`src/rtl/core_pkg.sv`:
```
// Shared definitions for the EX-stage branch logic.
//   - funct3 encodings of the conditional branch compares
//   - resolver FSM state type
package core_pkg;

  localparam logic [2:0] F3_BEQ  = 3'b000;
  localparam logic [2:0] F3_BNE  = 3'b001;
  localparam logic [2:0] F3_BLT  = 3'b100;
  localparam logic [2:0] F3_BGE  = 3'b101;
  localparam logic [2:0] F3_BLTU = 3'b110;
  localparam logic [2:0] F3_BGEU = 3'b111;

  typedef enum logic {
    IDLE  = 1'b0,
    FLUSH = 1'b1
  } resolver_state_e;

endpackage

```
`src/rtl/branch_cond_unit.sv`:
```
// Branch condition evaluator (purely combinational).
// Ports:
//   rs1_i, rs2_i : operands
//   funct3_i     : compare select (EQ/NE/LT/GE/LTU/GEU)
//   cond_o       : compare result; the unused encodings 010/011 give 0
module branch_cond_unit
  import core_pkg::*;
(
  input  logic [31:0] rs1_i,
  input  logic [31:0] rs2_i,
  input  logic [2:0]  funct3_i,
  output logic        cond_o
);

  always_comb begin
    cond_o = 1'b0;
    case (funct3_i)
      F3_BEQ:  cond_o = (rs1_i == rs2_i);
      F3_BNE:  cond_o = (rs1_i != rs2_i);
      F3_BLT:  cond_o = ($signed(rs1_i) <  $signed(rs2_i));
      F3_BGE:  cond_o = ($signed(rs1_i) >= $signed(rs2_i));
      F3_BLTU: cond_o = (rs1_i <  rs2_i);
      F3_BGEU: cond_o = (rs1_i >= rs2_i);
      default: cond_o = 1'b0;
    endcase
  end

endmodule

```
`src/rtl/branch_resolver.sv`:
```
// EX-stage branch resolver, companion of the gshare predictor in IF.
// Resolves conditional/unconditional/indirect jumps, checks the IF
// prediction, drives the predictor update, issues a registered one-cycle
// redirect and a FLUSH_CYCLES-long flush of younger stages, and keeps
// saturating branch / mispredict counters.
//
// Handshake: an EX instruction fires when valid_in && ready_in. A valid
// instruction without ready_in is stalled and has no effect; it is simply
// re-evaluated every cycle until it fires. Fires arriving while a flush is
// in progress are wrong-path and are squashed.
//
// Ports:
//   clk, reset (async, active-low)
//   valid_in, ready_in           : EX handshake
//   PC_EX, IM_EX, rs1_EX, rs2_EX : instruction operands
//   funct3_EX                    : branch condition select
//   jump_ena_EX/alw/ind/pred     : jump kind and IF prediction
//   cnt_clr                      : synchronous counter clear
//   upd_ena, jump_taken_EX, mispred_EX : combinational results
//   redirect, redirect_addr, flush     : registered fetch control
//   branch_cnt, mispred_cnt            : saturating counters
//   state_dbg                          : current FSM state
module branch_resolver
  import core_pkg::*;
#(
  parameter int unsigned FLUSH_CYCLES = 2,
  parameter int unsigned CNT_W        = 32
) (
  input  logic             clk,
  input  logic             reset,
  input  logic             valid_in,
  input  logic             ready_in,
  input  logic [31:0]      PC_EX,
  input  logic [31:0]      IM_EX,
  input  logic [31:0]      rs1_EX,
  input  logic [31:0]      rs2_EX,
  input  logic [2:0]       funct3_EX,
  input  logic             jump_ena_EX,
  input  logic             jump_alw_EX,
  input  logic             jump_ind_EX,
  input  logic             jump_pred_EX,
  input  logic             cnt_clr,
  output logic             upd_ena,
  output logic             jump_taken_EX,
  output logic             mispred_EX,
  output logic             redirect,
  output logic [31:0]      redirect_addr,
  output logic             flush,
  output logic [CNT_W-1:0] branch_cnt,
  output logic [CNT_W-1:0] mispred_cnt,
  output resolver_state_e  state_dbg
);

  localparam int unsigned FCNT_W = $clog2(FLUSH_CYCLES + 1);

  resolver_state_e   state_q, state_d;
  logic [FCNT_W-1:0] fcnt_q, fcnt_d;
  logic              redirect_q, redirect_d;
  logic              flush_q, flush_d;
  logic [31:0]       addr_q, addr_d;
  logic [CNT_W-1:0]  bcnt_q, bcnt_d;
  logic [CNT_W-1:0]  mcnt_q, mcnt_d;

  logic        cond;
  logic        fire;
  logic        live;
  logic [31:0] target;
  logic [31:0] correct_addr;

  branch_cond_unit u_cond (
    .rs1_i    (rs1_EX),
    .rs2_i    (rs2_EX),
    .funct3_i (funct3_EX),
    .cond_o   (cond)
  );

  assign fire = valid_in && ready_in;
  assign live = fire && (state_q == IDLE);

  assign jump_taken_EX = jump_ena_EX && (jump_alw_EX || cond);

  // JALR clears bit 0 of the computed address.
  assign target       = jump_ind_EX ? ((rs1_EX + IM_EX) & 32'hFFFF_FFFE)
                                    : (PC_EX + IM_EX);
  assign correct_addr = jump_taken_EX ? target : (PC_EX + 32'd4);

  // Indirect jumps are never predicted, so a predicted-taken JALR is treated
  // as wrong; a predicted-taken direct target is always exact.
  assign mispred_EX = live && jump_ena_EX &&
                      ((jump_taken_EX != jump_pred_EX) ||
                       (jump_pred_EX && jump_ind_EX));

  assign upd_ena = live && jump_ena_EX && !jump_alw_EX;

  // Redirect/flush FSM
  always_comb begin
    state_d    = state_q;
    fcnt_d     = fcnt_q;
    redirect_d = 1'b0;
    flush_d    = flush_q;
    addr_d     = addr_q;
    case (state_q)
      IDLE: begin
        flush_d = 1'b0;
        if (mispred_EX) begin
          redirect_d = 1'b1;
          addr_d     = correct_addr;
          flush_d    = 1'b1;
          fcnt_d     = FCNT_W'(1);
          state_d    = FLUSH;
        end
      end
      FLUSH: begin
        if (fcnt_q == FCNT_W'(FLUSH_CYCLES)) begin
          flush_d = 1'b0;
          fcnt_d  = '0;
          state_d = IDLE;
        end else begin
          fcnt_d = fcnt_q + FCNT_W'(1);
        end
      end
      default: begin
        state_d = IDLE;
        fcnt_d  = '0;
        flush_d = 1'b0;
      end
    endcase
  end

  // Saturating counters; clear wins over a same-cycle increment.
  always_comb begin
    bcnt_d = bcnt_q;
    mcnt_d = mcnt_q;
    if (cnt_clr) begin
      bcnt_d = '0;
      mcnt_d = '0;
    end else begin
      if (live && jump_ena_EX && (bcnt_q != {CNT_W{1'b1}}))
        bcnt_d = bcnt_q + CNT_W'(1);
      if (mispred_EX && (mcnt_q != {CNT_W{1'b1}}))
        mcnt_d = mcnt_q + CNT_W'(1);
    end
  end

  always_ff @(posedge clk or negedge reset) begin
    if (!reset) begin
      state_q    <= IDLE;
      fcnt_q     <= '0;
      redirect_q <= 1'b0;
      flush_q    <= 1'b0;
      addr_q     <= '0;
      bcnt_q     <= '0;
      mcnt_q     <= '0;
    end else begin
      state_q    <= state_d;
      fcnt_q     <= fcnt_d;
      redirect_q <= redirect_d;
      flush_q    <= flush_d;
      addr_q     <= addr_d;
      bcnt_q     <= bcnt_d;
      mcnt_q     <= mcnt_d;
    end
  end

  assign redirect      = redirect_q;
  assign redirect_addr = addr_q;
  assign flush         = flush_q;
  assign branch_cnt    = bcnt_q;
  assign mispred_cnt   = mcnt_q;
  assign state_dbg     = state_q;

endmodule
```
`config.mk`:
```
export PLATFORM = sky130hd
export DESIGN_NAME = branch_resolver
export DESIGN_NICKNAME = d
export VERILOG_FILES = /design/src/rtl/core_pkg.sv /design/src/rtl/branch_cond_unit.sv /design/src/rtl/branch_resolver.sv
export SDC_FILE = /design/constraint.sdc
export NUM_CORES = 1
export LEC_CHECK = 0
export CAP_MARGIN = 20
export CELL_PAD_IN_SITES_DETAIL_PLACEMENT = 0
export CELL_PAD_IN_SITES_GLOBAL_PLACEMENT = 1
export CORE_MARGIN = 2
export CORE_UTILIZATION = 40
export CTS_CLUSTER_SIZE = 40
export DETAILED_ROUTE_END_ITERATION = 10
export PLACE_DENSITY_LB_ADDON = 0.1
export SLEW_MARGIN = 20
export SYNTH_ARGS = -nofsm -noshare
export SYNTH_HDL_FRONTEND = slang
export SYNTH_SLANG_ARGS = --single-unit
```
`constraint.sdc`:
```
create_clock -name clk -period 6.17 [get_ports clk]
set_input_delay 0.9255 -clock clk [delete_from_list [all_inputs] [get_ports clk]]
set_output_delay 0.9255 -clock clk [all_outputs]
set_load 0.05 [all_outputs]
```
==> results.sh <==
export IMPL_grt_max_degree=76
export IMPL_syn_to_final_growth_pct=30.94
export IMPL_drv_cap=0
export IMPL_synth_nets=1462
export IMPL_rows=57
export IMPL_synthCells=1224
export IMPL_end_kind="primary output"
export IMPL_grt_pass1_wl_mm=45.55
export IMPL_async_reset_ff_share_pct=100.0
export IMPL_diodes=0
export IMPL_r2r_start="mispred_cnt[7]$_DFFE_PN0P_"
export IMPL_drive_gt1_share_pct=3.875
export IMPL_first_pass_iters=5
export IMPL_switching_share_pct=41.16
export IMPL_synth_edf_count=0
export IMPL_layout_setup_ws_ns=1.192
export IMPL_slew_violations=0
export IMPL_layout_area_seq_mm2=0.002527
export IMPL_reg2reg_setup_slack_ns=2.83
export IMPL_drcViolationCount=0
export IMPL_yosysMostFrequentCell="nand2_1"
export IMPL_nNetsFinal=1679
export IMPL_multi_input_area_mm2=0.006754
export IMPL_yosysWarnings=0
export IMPL_setup_violations_final=0
export IMPL_hold_ws_ns=0.4757
export IMPL_avgSynthCellArea_um2=7.940
export IMPL_combPwrFrac_pct=48.4
export IMPL_io_buffers=241
export IMPL_critPathLaunch="rs1_EX[31]"
export IMPL_peakVddDrop_mv=0.1378
export IMPL_worstHoldPathType="reg -> reg"
export IMPL_yosysTopAreaCell="dfrtp_1"
export IMPL_yosysTopAreaCellShare_pct=26.01
export IMPL_rsz0062_at_grt="false"
export IMPL_final_util_pct=52.79
export IMPL_crit_end="mispred_EX"
export IMPL_total_power_mw=2.876
export IMPL_hold_violations=0
export IMPL_ys_seq_area_share_pct=26.01
export IMPL_start_util_pct=40.31
export IMPL_synth_seq_cells=101
export IMPL_dpl_hpwl_mm=23.02
export IMPL_clkSlewWorstSetupHoldPaths_ns=0.07
export IMPL_cts_resized_gates=0
export IMPL_synth_distinct_cells=78
export IMPL_avgRoutedWirePerCell_um=16.01
export IMPL_synthFlopType="dfrtp_1"
export IMPL_cts_tree="yes"
export IMPL_antenna_found_initial=2
export IMPL_die_w_um=159.9
export IMPL_critPathKind="in -> out"
export IMPL_core_mm2=0.02411
export IMPL_status="complete, no violations"
export IMPL_cts_setup_buffers=0
export IMPL_setup_tns_ns=0
export IMPL_wirelength_mm=28.33
export IMPL_power_switching_mw=1.184
export IMPL_first_global_vias=8925
export IMPL_antenna_left=0
export IMPL_period_needed_ns=4.978
export IMPL_synth_common_cells="nand2_1, a21oi_1, nor2_1"
export IMPL_r2r_end="mispred_cnt[28]$_DFFE_PN0P_"
export IMPL_overflow=0
export IMPL_gp_congestion=0.8685
export IMPL_cp_start_kind="input port"
export IMPL_min_period_over_period_pct=80.67
export IMPL_p_leak_nw=5.426
export IMPL_root_buffer="clkbuf_16"
export IMPL_p_int_mw=1.692
export IMPL_clockBufferDepth=2
export IMPL_r2r_cells=10
export IMPL_vias=9404
export IMPL_grt_usage_pct=21.68
export IMPL_crit_required_ns=5.24
export IMPL_cts_sinks=101
export IMPL_place_worst_setup_slack_ns=1.147
export IMPL_die_area_mm2=0.02556
export IMPL_drtIter0Drc=542
export IMPL_slew_headroom_pct=40.37
export IMPL_cts_buffers=9
export IMPL_io_pins=242
export IMPL_syn_area_mm2=0.009718
export IMPL_p_clk_share_pct=22.1
export IMPL_clk_latency_ns=0.34
export IMPL_cp_arrival_ns=4.05
export IMPL_die_height_um=159.9
export IMPL_powerDensity_mw_per_mm2=226.0
export IMPL_clock_fmax_mhz=200.9
export IMPL_hp_start="redirect_addr[22]$_DFFE_PN0P_"
export IMPL_cts_max_level=3
export IMPL_seq_power_share_pct=29.5
export IMPL_fin_skew_ns=0.008524
export IMPL_fill_cells=2432
export IMPL_vias_per_cell=5.316
export IMPL_worstMarginPinSlew_ns=0.8922
export IMPL_ys_top_cells_by_area="dfrtp_1, ha_1, a21oi_1"
export IMPL_critPathMaxFanout=5
export IMPL_ctsHoldBuffers=0
## layout make-up
class / instances / area share, %
Multi-Input combinational cell: 1017 / 53.08
Sequential cell: 101 / 19.86
Timing Repair Buffer: 247 / 19.31
Tap cell: 324 / 3.186
Inverter: 65 / 1.917
Clock buffer: 9 / 1.770
Clock inverter: 6 / 0.8751
## how the worst min path moves through the flow
stage | cells past startpoint | endpoint | slack (ns)
floorplan | 1 | fcnt_q[0]$_DFFE_PN0P_ | 0.51
global route | 2 | redirect_addr[8]$_DFFE_PN0P_ | 0.51
global placement | 2 | redirect_addr[16]$_DFFE_PN0P_ | 0.46
detailed placement | 2 | redirect_addr[7]$_DFFE_PN0P_ | 0.47
finish | 2 | redirect_addr[22]$_DFFE_PN0P_ | 0.48
CTS | 2 | redirect_addr[22]$_DFFE_PN0P_ | 0.48
## worst max-delay path, cell delays in order
cell and delay [ns]:
clkdlybuf4s50_1 0.46, ha_1 0.36, a21oi_1 0.15, o21ai_0 0.20, a211o_1 0.28, a221o_1 0.30
and3_4 0.19, a211oi_4 0.43, o31a_2 0.31, nand2_2 0.08, inv_1 0.19, buf_12 0.17
## through the flow
| step | cells | cell area [um2] |
|---|---|---|
| after floorplan | 1224 | 9718 |
| after global placement | 1754 | 12390 |
| after detailed placement | 1754 | 12390 |
| after CTS | 1769 | 12720 |
| after global routing | 1769 | 12720 |
| final | 1769 | 12720 |
## layout by cell type (no fill, tap or decap), types with 10 or more instances in the layout
cell and instances:
inv_1 64, o31ai_1 15, and3_1 17, nand2b_1 10
ha_1 96, nor2_1 112, mux2_2 10, nor2b_1 15
a31oi_1 11, dfrtp_1 101, a211oi_1 18, a21oi_1 116
nor3_1 23, nand3_1 59, o21ai_0 81, clkdlybuf4s50_1 237
and2_1 10, nand2_1 122, xor2_1 60, a21o_1 23
nand4_1 24, xnor2_1 49, or3_1 26
## kinds of logic (layout without fill, tap and decap cells)
kind of cell               count (synthesis)  in the layout  share of synthesized area, %
adders and majority gates                 98             98                         12.77
xor gates and xnor gates                 109            109                         9.824
AOI/OAI and AO/OA                        334            334                         21.42
muxes                                     15             15                         1.674
and+or+nand+nor                          461            461                         23.66
DFF                                      101            101                         26.01
buffers and inverters                    106            327                         4.635
## registers in the layout, summed over array words and instances, names as in the netlist
register / cells
branch_cnt: 32
mispred_cnt: 32
redirect_addr: 32
state_dbg: 1
redirect: 1
fcnt_q: 2
flush: 1
## power by group through the flow
stage	registers, mW	clock network [mW]	logic, mW
after floorplan	1.24	0	0.499
after global placement	0.859	0	1.39
after detailed placement	0.864	0	1.39
after CTS	0.851	0.653	1.40
after global routing	0.867	0.680	1.50
final	0.849	0.635	1.39
## per-layer routing
| layer | up-vias | wire [um] | track usage [%] |
|---|---|---|---|
| met2 | 238 | 12470 | 34.95 |
| met1 | 4274 | 13940 | 31.04 |
| li1 | 4868 | - | - |
| met4 | 2 | 410 | 4.627 |
| met5 | - | 12 | 0 |
| met3 | 22 | 1496 | 2.987 |
Note: power is estimated with default switching activity, not from simulation.
